File: src/rtl/alu_arbiter.sv
// Round-robin arbiter sharing one combinational ALU between two requesters.
// Each requester owns a registered response slot that is returned with a valid/ready handshake.
module alu_arbiter (
   input  logic        clk,
   input  logic        reset,
   input  logic        req0_valid,
   output logic        req0_ready,
   input  logic [31:0] req0_a,
   input  logic [31:0] req0_b,
   input  logic [2:0]  req0_op,
   input  logic        req1_valid,
   output logic        req1_ready,
   input  logic [31:0] req1_a,
   input  logic [31:0] req1_b,
   input  logic [2:0]  req1_op,
   output logic [31:0] alu_srca,
   output logic [31:0] alu_srcb,
   output logic [2:0]  alu_ctrl,
   input  logic [31:0] alu_result,
   input  logic        alu_zero,
   output logic        rsp0_valid,
   input  logic        rsp0_ready,
   output logic [31:0] rsp0_result,
   output logic        rsp0_zero,
   output logic        rsp1_valid,
   input  logic        rsp1_ready,
   output logic [31:0] rsp1_result,
   output logic        rsp1_zero
);

   logic last_grant;
   logic free0, free1;
   logic elig0, elig1;
   logic grant0, grant1;

   // A slot draining this cycle can be refilled in the same cycle.
   assign free0 = !rsp0_valid || rsp0_ready;
   assign free1 = !rsp1_valid || rsp1_ready;
   assign elig0 = req0_valid && free0;
   assign elig1 = req1_valid && free1;

   assign grant0 = elig0 && (!elig1 || last_grant);
   assign grant1 = elig1 && (!elig0 || !last_grant);

   assign req0_ready = grant0;
   assign req1_ready = grant1;

   always_comb begin
      alu_srca = 32'b0;
      alu_srcb = 32'b0;
      alu_ctrl = 3'b000;
      if (grant0) begin
         alu_srca = req0_a;
         alu_srcb = req0_b;
         alu_ctrl = req0_op;
      end else if (grant1) begin
         alu_srca = req1_a;
         alu_srcb = req1_b;
         alu_ctrl = req1_op;
      end
   end

   always_ff @(posedge clk) begin
      if (reset) begin
         rsp0_valid  <= 1'b0;
         rsp0_result <= 32'b0;
         rsp0_zero   <= 1'b0;
         rsp1_valid  <= 1'b0;
         rsp1_result <= 32'b0;
         rsp1_zero   <= 1'b0;
         last_grant  <= 1'b1;
      end else begin
         if (grant0) begin
            rsp0_valid  <= 1'b1;
            rsp0_result <= alu_result;
            rsp0_zero   <= alu_zero;
            last_grant  <= 1'b0;
         end else if (rsp0_ready) begin
            rsp0_valid <= 1'b0;
         end
         if (grant1) begin
            rsp1_valid  <= 1'b1;
            rsp1_result <= alu_result;
            rsp1_zero   <= alu_zero;
            last_grant  <= 1'b1;
         end else if (rsp1_ready) begin
            rsp1_valid <= 1'b0;
         end
      end
   end

endmodule

File: config.mk
export PLATFORM = sky130hd
export DESIGN_NAME = alu_arbiter
export DESIGN_NICKNAME = d
export VERILOG_FILES = /design/src/rtl/alu_arbiter.sv
export SDC_FILE = /design/constraint.sdc
export NUM_CORES = 1
export LEC_CHECK = 0
export ABC_AREA = 1
export CAP_MARGIN = 20
export CORE_MARGIN = 10
export CORE_UTILIZATION = 33
export CTS_BUF_LIST = sky130_fd_sc_hd__clkbuf_8
export CTS_CLUSTER_SIZE = 10
export DETAILED_ROUTE_END_ITERATION = 12
export PLACE_DENSITY = 0.82
export SYNTH_ARGS = -nofsm -noshare
export SYNTH_HDL_FRONTEND = slang
export SYNTH_SLANG_ARGS = --single-unit
File: constraint.sdc
create_clock -name clk -period 1.6 [get_ports clk]
set_input_delay 0.16 -clock clk [delete_from_list [all_inputs] [get_ports clk]]
set_output_delay 0.16 -clock clk [all_outputs]
set_load 0.05 [all_outputs]
==> qor.csv <==
metric,value,unit
Hold Slack,0.414,ns
setup ws final,-0.233,ns
Final nets,1110,
1st-pass router iterations,6,
first-pass GRT wire length,30200,um
FILL cells,729,
FP Rows,38,
initial DRC count,443,
gpl congestion,0.934,
Layout Skew,0.00903,ns
sequential area share after synthesis,37.1,%
share of layout cells above drive strength 1,32.6,%
area share of the largest cell type after synthesis,37.1,%
Fin Setup TNS,-10.90,ns
"Hold Vio Cnt, Final",0,
Worst Hold Class,primary input to flop,
Yosys Warn Count,0,
Die H,126,um
Setup crit end kind,output pin,
Pleak,4.03,nW
H-Tree Depth,3,
Syn Nets,799,
status,"finished, violations left",
Hold Buf Count CTS,0,
Synth cell types,16,
RSZ-0062 raised after global routing,yes,
Power Dens Cells,848,nW/um^2
Core ar.,10900,um^2
vias per cell,4.84,
P&R area growth vs syn,127,%
wire length per cell,20.1,um
post-synth top area cell,dfxtp_1,
Final Slew Violations,0,
synth top area cells,"dfxtp_1 37%, nand2_1 31%, nor2_1 10%, nand3b_1 6.7%, a21oi_1 4.7%",
Worst EP required,1.44,ns
vias in the first global route,4809,
via count,5243,
DR DRC count,0,
failing checks,negative setup slack,
grt ovf,0,
synthesized area,3720,um^2
largest net degree at the start of global routing,62,
"Reg clk slew, reported paths",0.07,ns
slew at the pin with the worst max-slew slack,0.264,ns
root buffer cell,clkbuf_8,
Sink Count,69,
Inserted Clock Buffers,9,
Tot GR Track Use,24.4,%
Fmax achieved,545,MHz
Die Span X,126,um
max_cap viols,0,
Period minus WS final,1.83,ns
Total Die Area,15900,um^2
#FFs+latches synth,69,
Worst-Skew Late Latency,0.35,ns
final setup fails,68,
final wirelength,21800,um
Tcrit/Tclk final,115,%
"Arr. time, crit path",1.67,ns
effective utilization at floorplan,34.0,%
CTS tree,yes,
Detailed Place HPWL,16000,um
Final ANT Viol Nets,0,
clock buffer depth,2,
critical path peak fanout,6,
initial antenna violation count,1,
CP Launch Type,flop,
syn avg cell area,5.95,um^2
Final Power,7.15,mW
critical path class,flop to output pin,
Peak VDD IR,811,uV
Syn Inst Count,626,
# port buffers,309,
Max transition margin,82.4,%
IO Pins,310,
## timing repair
action / CTS / global route
gates resized for setup: 92 / 36
gates cloned: 4 / 3
setup buffers: 6 / 2
pin swaps: 7 / 25
endpoints found under the setup margin: 69 / 69
## layer usage
layer  part of all wire (%)  global-route usage (%)  vias up
met1                     35                    25.8     2467
li1                       -                       -     2513
met2                     53                    44.2      221
met4                    3.5                    8.31        0
met5                      0                       0        -
met3                    9.0                    8.47       42
## logic make-up after synthesis
family	share of synthesized area (%)
flops	37.1
buf+inv	9.75
compound gates	5.51
simple gates	47.6
## sequential cells by signal (all words and copies together), names as in the netlist
name         cells
last_grant       1
rsp0_result     32
rsp0_valid       1
rsp0_zero        1
rsp1_result     32
rsp1_valid       1
rsp1_zero        1
## path summary, 6_finish.rpt
kind	slack, ns	endpoint	depth (start not counted)	start
worst min-delay path	0.41	rsp0_result[19]	3	alu_result[19]
worst max register to register	0.23	rsp1_result[25]	7	rsp0_valid
worst min register to register	0.48	rsp1_result[20]	2	rsp1_result[20]
worst max-delay path	-0.23	alu_srcb[20]	8	rsp0_valid
## critical path, cell delays in order, from the launching register on
cell and delay, ns:
dfxtp_4 0.37, a21boi_4 0.19, nand2_4 0.09, inv_8 0.09, buf_12 0.14, clkbuf_16 0.18
nand2_4 0.06, nand2_4 0.07, buf_12 0.13
## power by group
| group | switching [mW] | internal, mW | leakage (nW) |
|---|---|---|---|
| registers | 0.0858 | 1.88 | 0.573 |
| clock network | 0.627 | 0.623 | 0.104 |
| logic | 2.23 | 1.71 | 3.35 |
## placed cells by master, fill, tap and decap left out, drive strengths merged
master	instances
clkdlybuf4s50	172
nand3b	33
o211ai	1
buf	167
nand3	2
dfxtp	69
clkbuf	14
clkinv	1
inv	43
a21oi	35
a21boi	2
diode	1
nand2	304
nor2	99
## synth_stat cells
cell and instances:
inv_2 2, buf_6 1, nand2_1 303, buf_4 5
dfxtp_1 69, buf_1 3, buf_2 26, o211ai_1 1
inv_1 37, a21oi_1 35, clkbuf_1 7, nand3b_1 33
a21boi_2 2, nor2_1 99, nand2_2 1, nand3_1 2
## through the flow
step | instance area [um^2] | utilization [%] | cells | setup WS [ns]
2_1_floorplan | 3810 | - | 626 | 0.0722
6_report | 8430 | 77.1 | 1083 | -0.233
4_1_cts | 8240 | 75.3 | 1078 | -0.192
5_1_grt | 8430 | 77.1 | 1083 | -0.294
3_3_place_gp | 7620 | 69.7 | 1052 | -0.153
3_5_place_dp | 7620 | 69.7 | 1052 | -0.173
## final cells by class
| type | count | area [um^2] | area share (%) |
|---|---|---|---|
| Inverter | 39 | 161 | 1.91 |
| Clock buffer | 11 | 151 | 1.80 |
| Tap cell | 140 | 175 | 2.08 |
| Timing Repair Buffer | 342 | 4110 | 48.8 |
| Clock inverter | 5 | 20.0 | 0.237 |
| Antenna cell | 1 | 2.50 | 0.0297 |
| Multi-Input combinational cell | 476 | 2420 | 28.7 |
| Sequential cell | 69 | 1390 | 16.5 |
No activity file was read; power rests on OpenSTA's default activity.
